==> config.mk <==
export PLATFORM = sky130hd
export DESIGN_NAME = netbus_pkt_fifo
export DESIGN_NICKNAME = d
export VERILOG_FILES = /design/src/rtl/netbus_pkt_fifo.sv
export SDC_FILE = /design/constraint.sdc
export NUM_CORES = 1
export LEC_CHECK = 0
export ABC_AREA = 1
export BUFFER_PORTS_ARGS = -buffer_cell sky130_fd_sc_hd__buf_2
export CELL_PAD_IN_SITES_DETAIL_PLACEMENT = 1
export CELL_PAD_IN_SITES_GLOBAL_PLACEMENT = 1
export CORE_UTILIZATION = 27
export CTS_BUF_LIST = sky130_fd_sc_hd__clkbuf_4 sky130_fd_sc_hd__clkbuf_8
export DETAILED_ROUTE_END_ITERATION = 8
export PLACE_DENSITY = 0.55
export SYNTH_ARGS = -nofsm -noshare
export SYNTH_HDL_FRONTEND = slang
export SYNTH_SLANG_ARGS = --single-unit
==> constraint.sdc <==
create_clock -name CLK -period 13.8 [get_ports CLK]
set_input_delay 2.76 -clock CLK [delete_from_list [all_inputs] [get_ports CLK]]
set_output_delay 2.76 -clock CLK [all_outputs]
set_load 0.05 [all_outputs]
==> src/rtl/netbus_pkt_fifo.sv <==
// netbus_pkt_fifo: store-and-forward flit FIFO that releases only complete packets and drops aborted or oversized ones
module netbus_pkt_fifo #(
    parameter int DATA_WIDTH = 4,
    parameter int DEPTH_LOG2 = 5
) (
    input  logic                      CLK,
    input  logic                      RESET,
    input  logic [DATA_WIDTH*9+13:0]  S_DATA,
    input  logic                      S_VALID,
    output logic                      S_READY,
    output logic [DATA_WIDTH*9+13:0]  M_DATA,
    output logic                      M_VALID,
    input  logic                      M_READY,
    output logic [DEPTH_LOG2:0]       PKT_COUNT,
    output logic [15:0]               DROP_COUNT
);
    localparam int W = DATA_WIDTH*9+14;
    localparam int P = DEPTH_LOG2+1;
    localparam int DEPTH = 2**DEPTH_LOG2;

    typedef enum logic {ACCEPT, DISCARD} state_t;

    state_t         state_q, state_d;
    logic [P-1:0]   wr_q, wr_d, cm_q, cm_d, rd_q, rd_d, pkt_q, pkt_d;
    logic [15:0]    drop_q, drop_d;
    logic [W-1:0]   mem [DEPTH];
    logic           full, oversize, s_fire, m_fire, s_last, s_abort, wr_en, commit, drop;

    assign s_last   = S_DATA[13];
    assign s_abort  = S_DATA[12];
    assign full     = (wr_q - rd_q) == P'(DEPTH);
    // A full buffer with no committed packet can only hold the current, oversized packet
    assign oversize = full && pkt_q == '0;
    assign s_fire   = S_VALID && S_READY;
    assign m_fire   = M_VALID && M_READY;
    assign wr_en    = s_fire && state_q == ACCEPT && !oversize && !s_abort;
    assign commit   = wr_en && s_last;
    assign drop     = s_fire && state_q == ACCEPT && (oversize || s_abort);

    always_ff @(posedge CLK) begin
        if (RESET) state_q <= ACCEPT;
        else       state_q <= state_d;
    end

    always_comb begin
        state_d = (s_fire && (s_last || s_abort)) ? ACCEPT :
                  (s_fire && state_q == ACCEPT && oversize) ? DISCARD : state_q;
    end

    always_comb begin
        S_READY = state_q == DISCARD || !full || oversize;
        M_VALID = rd_q != cm_q;
        M_DATA  = mem[rd_q[DEPTH_LOG2-1:0]];
    end

    always_comb begin
        wr_d   = drop ? cm_q : wr_en ? wr_q + 1'b1 : wr_q;
        cm_d   = commit ? wr_q + 1'b1 : cm_q;
        rd_d   = m_fire ? rd_q + 1'b1 : rd_q;
        pkt_d  = pkt_q + P'(commit) - P'(m_fire && M_DATA[13]);
        drop_d = (drop && drop_q != '1) ? drop_q + 1'b1 : drop_q;
    end

    always_ff @(posedge CLK) begin
        if (RESET) begin
            wr_q   <= '0;
            cm_q   <= '0;
            rd_q   <= '0;
            pkt_q  <= '0;
            drop_q <= '0;
        end else begin
            wr_q   <= wr_d;
            cm_q   <= cm_d;
            rd_q   <= rd_d;
            pkt_q  <= pkt_d;
            drop_q <= drop_d;
        end
    end

    always_ff @(posedge CLK) begin
        if (wr_en) mem[wr_q[DEPTH_LOG2-1:0]] <= S_DATA;
    end

    assign PKT_COUNT  = pkt_q;
    assign DROP_COUNT = drop_q;
endmodule
Yosys cells after proc, flatten, opt, wreduce, memory -nomap -nowiden

Memory sizes are Yosys's and may differ from the RTL's. A register that Yosys moved wholly into a read port is not among the register bits.
Cells that the tools add are included.

Bits in writable memories: 1600
Memories: 1
Register bits: 41

Memory list:

| name | depth | width | rd ports | clocked after memory_dff | write ports | line | source |
|---|---|---|---|---|---|---|---|
| mem  | 32    | 50    | 1        | 1                        | 1           | 26   | `logic [W-1:0] mem [DEPTH];` |

Add/sub/neg operators: 6
Bitwise gates (word level): 1
Reduce and logical (&&, ||, !) cells: 22
Eq/ne operators: 3
Muxes and demuxes: 6

Operators with widths:

| operator                                                        | number |
|---|---|
| 16-bit by 1-bit adder with 16-bit output, second input constant | 1 |
| 16-bit != test, second input constant                           | 1 |
| 6-bit by 1-bit adder with 6-bit output, second input constant   | 2 |
| 1-bit logical AND                                               | 12 |
| 6-bit two-way mux                                               | 2 |
| 5-bit two-way mux                                               | 2 |
| 6-bit by 1-bit adder with 6-bit output                          | 1 |
| 6-bit == test, second input constant                            | 1 |
| 6-bit logical NOT                                               | 1 |
| 6-bit != test                                                   | 1 |
| 6-bit by 1-bit subtractor with 6-bit output                     | 1 |
| 6-bit subtractor                                                | 1 |
| 1-bit logical OR                                                | 4 |
| 1-bit logical NOT                                               | 3 |
| 1-bit two-way mux                                               | 2 |
| 2-bit nonzero test                                              | 1 |
| 2-bit OR reduction                                              | 1 |
| 1-bit NOT                                                       | 1 |

Longest topological paths before layout

Depth in word-level cells: 12
Depth in mapped cells: 21
Gate-level depth less buffers: 21

Worst setup path before layout

No wires, ideal clock.

Path type: in2reg
Start point: input S_DATA[12]
End point: memory mem[31][0] (netlist bit) (enable)
Data arrival time: 6.523 ns
Path buffers: 0
Slack: 6.758 ns
Data required time: 13.281 ns
Stages: 3
Cell sequence: inv_1 > nand4_2 > nor3_1

Longest elaborated chain between the ends: 4

Ends and longest elaborated chain:

| item                                    | line | source |
|---|---|---|
| start: declaration                      | 8    | `input logic [DATA_WIDTH*9+13:0] S_DATA,` |
| 1-bit logical NOT                       | 36   | `assign wr_en = s_fire && state_q == ACCEPT && !oversize && !s_abort;` |
| 1-bit logical AND                       | 36   |  |
| 1-bit two-way mux                       | 81   | `if (wr_en) mem[wr_q[DEPTH_LOG2-1:0]] <= S_DATA;` |
| 1-bit two-way mux (not written as such) | 81   |  |
| end: declaration                        | 26   |  |

No other way between the ends.

==> impl_metrics.toml <==
[run_status]
result_of_the_run = "complete, but fails checks"
violated_checks = "design-rule violations"

[routing]
finalWirelength_um = 218000
detail_route.wirelength.met1_um = 96700
vias_per_cell = 5.12
detail-route-antenna-nets = 0
routed_length_on_met2_um = 103000
route.detailed.drc = 16
highest_layer = "met5"
routed_wire_length_per_instance_um = 26.2
wl_met3_um = 12500
drt_iter0_markers = 3353
iteration_count_of_the_initial_detailed_routing_pass = 7
total_number_of_vias = 42600

[timing]
setup_tns_ns = 0
slew-limit-headroom_pct = 9.53
grt_setup_unrepaired = "no"
timing.clock.skew_ns = 0.111
final_hold_viol_count = 0
timing.final.max_slew_violations = 0
finalSetupViolations = 0
finalWorstPathRequiredPeriod_ns = 8.89
fmaxAchievable_mhz = 112
post-route-period-util_pct = 64.4
worst_slew_pin_slew_ns = 1.36

[power]
p_per_area_nw_per_um2 = 153
leakage_nw = 23.4
vdd_drop_max_v = 0.0000926

[clocking]
cts.repair_timing.setup_buffer_count = 0
cts_tree = "built"
cts.sinks = 1646
cts_buffers = 307
clkTransAtPathRegs_ns = 0.06
ctsRootBufferMaster = "clkbuf_8"
clk_latency_ns = 1.07
clockBufferDepth = 4
post_cts_sizing_count = 0
ctsHtreeMaxLevel = 5
cts-hold-fix-buffers = 0

[global_routing]
wire_length_of_the_first_global_routing_pass_um = 311000
grt_antenna_before_repair = 40
largest_net_degree_at_the_start_of_global_routing = 234
global_route_usage_over_all_layers_pct = 17.6
grt_pass1_vias = 43700
grt_remaining_overflow = 0

[synth]
seq_area_frac_synth_pct = 75.6
edff_count_synth = 1600
synth_area_sq_um = 64800
ys_ff_latch = 1646
synth_warnings = 0
synth_async_sr_flop_share_pct = 0
ys_types = 44
synth.net_count = 4860
yosys_most_used_dff = "edfxtp_1"
post_synth.cell_area_avg_sq_um = 13.5
post_synth_inst_count = 4786

[floorplanning]
chip_height_um = 492
floorplan.die_area_sq_um = 242000
core_area_sq_um = 238000
top_level_ports = 128
rows = 179
die_w_um = 492
starting_density_of_the_core_pct = 27.2

[layout]
fin_util_pct = 31.2
syn_to_final_growth_pct = 14.7
area_taken_by_flip_flops_and_latches_sq_um = 49000
fill_cells = 25600
multiInputGateArea_sq_um = 14300
layout_cells_sized_above_1_pct = 14.1
final_net_count = 5024

[critical_path]
timing.setup.critical_path_class = "flop to output pin"
crit_buf_inv = 4
critical_path.reg2reg.endpoint = "mem[1][13]"
r2r_slack_ns = 9.13
crit_path_max_delay_cell_type = "dfxtp_4"
cp.required_ns = 11.04
crit_path_frequent_cell = "buf_4"
cp_num_cells = 10
reg2reg_from = "wr_q[3]"
critical_path.startpoint_type = "flop"
ff2ff_path_depth = 12
cp_data_arrival_time_ns = 6.13
cp_max_fo = 212
path_delay_family = "buffers and inverters"
path_cells = "buf_4 > buf_12 > buf_4 > o21ai_0 > o221ai_1 > nand3_1 > nand2_1 > nor2_1 > a21oi_1 > buf_2"
critPathCaptureType = "output pin"
critPathMaxStageDelay_ns = 0.89
setup.worst_path.end = "M_DATA[28]"

[place]
io_buffers = 127
dpl.hpwl_um = 105000
place_congestion = 0.734

[run]
drv.max_cap_violation_count = 0

[hold_path]
hp-class = "flop to flop"
## per-layer routing
| layer | up-vias | global-route usage (%) |
|---|---|---|
| met5 | - | 0 |
| met4 | 24 | 5.09 |
| li1 | 18500 | - |
| met3 | 398 | 3.33 |
| met2 | 1234 | 28.7 |
| met1 | 22400 | 23.6 |
## cells in the mapped netlist (2+ instances only)
cell      number  share of area [%]
nand4_1       19               0.18
clkbuf_1     216                1.3
nor3_1         6              0.046
nor2_1       968                5.6
o21ai_1       91               0.70
nand2_1      114               0.66
nand3_2        3              0.046
o221ai_1     312                4.2
buf_2        107               0.83
buf_6          6               0.10
ha_1          19               0.37
xnor2_1        7              0.095
inv_2          5              0.029
nor2_4         2              0.035
edfxtp_1    1600                 74
buf_4         12               0.14
nand2_2       12               0.12
nor3_4         2              0.050
a31oi_1       44               0.42
nand2_4        2              0.035
buf_1         10              0.058
o22ai_1       87               0.84
a21oi_2       10               0.14
nand3_1      128               0.99
inv_1         52               0.30
dfxtp_1       46                1.4
a21oi_1       73               0.56
o21a_1         4              0.046
xor2_1        13               0.18
o21ai_0      801                6.2
nand3b_1       2              0.023
## metrics by stage
stage	power (mW)	setup slack (ns)	instances	hold WS (ns)	area, sq um
after floorplan	6.57	6.76	4786	0.465	64800
after global placement	7.03	5.84	7808	0.488	68800
after detailed placement	7.06	5.84	7808	0.501	68800
after CTS	11.5	4.72	8313	0.462	74300
after global routing	11.8	4.52	8316	0.498	74300
final	11.3	4.91	8320	0.471	74300
## cells in the final DEF, fill, tap and decap left out, types with 7 or more instances in the layout
cell type / count
a21oi_2: 10
ha_1: 19
clkbuf_8: 313
a31oi_1: 44
o21ai_0: 801
clkinv_1: 64
buf_12: 7
xor2_1: 13
nand4_1: 19
clkinv_2: 24
clkbuf_4: 93
buf_2: 127
dfxtp_1: 41
nand2_1: 114
edfxtp_1: 1600
inv_1: 50
o21ai_1: 91
o22ai_1: 87
nand3_1: 128
nand2_2: 12
nor2_4: 33
a21oi_1: 73
nor2_1: 937
o221ai_1: 312
xnor2_1: 7
clkinvlp_4: 8
diode_2: 7
buf_4: 73
## registers in the layout, indices dropped and copies added, names as in the netlist, named ones only
name,flops
mem,1600
DROP_COUNT,16
PKT_COUNT,6
cm_q,6
rd_q,6
wr_q,6
state_q,1
## where the power goes
| group | switching [mW] | internal, mW | total [mW] |
|---|---|---|---|
| Clock | 2.03 | 2.37 | 4.40 |
| Sequential | 0.0422 | 5.51 | 5.55 |
| Combinational | 1.05 | 0.336 | 1.39 |
## logic make-up (layout without fill, tap and decap cells)
group | Yosys count | after routing | share of synthesized area [%]
flops | 1646 | 1646 | 75.6
compound gates | 1426 | 1426 | 13.2
simple gates | 1263 | 1263 | 7.87
buf+inv | 411 | 771 | 2.75
fa+ha+maj | 20 | 20 | 0.398
xor+xnor | 20 | 20 | 0.270
other cells | 0 | 7 | 0
## layout make-up
cell class	count	area share (%)
Clock inverter	99	0.658
Clock buffer	406	6.73
Sequential cell	1646	65.9
Tap cell	3167	5.33
Timing Repair Buffer	207	1.78
Inverter	59	0.350
Multi-Input combinational cell	2729	19.2
Antenna cell	7	0.0236
## worst register-to-register path: stages, from the launching register on
cell and delay, ns:
dfxtp_1 0.48, ha_1 0.33, nor2_1 0.14, nand2_1 0.06
nand2_1 0.07, nor2_1 0.08, nand2_1 0.09, nand4_2 0.24
inv_1 0.20, nand2_1 0.49, nor2_4 0.81, buf_4 0.58
buf_4 0.61
## worst min path at each step
stage | startpoint | end | slack [ns] | depth (start not counted)
2_1_floorplan | cm_q[0] | wr_q[0] | 0.46 | 2
3_5_place_dp | cm_q[5] | wr_q[5] | 0.50 | 2
3_3_place_gp | cm_q[5] | wr_q[5] | 0.49 | 2
6_report | cm_q[1] | wr_q[1] | 0.47 | 2
4_1_cts | cm_q[1] | wr_q[1] | 0.46 | 2
5_1_grt | cm_q[1] | wr_q[1] | 0.50 | 2
No activity file was read; power rests on OpenSTA's default activity.
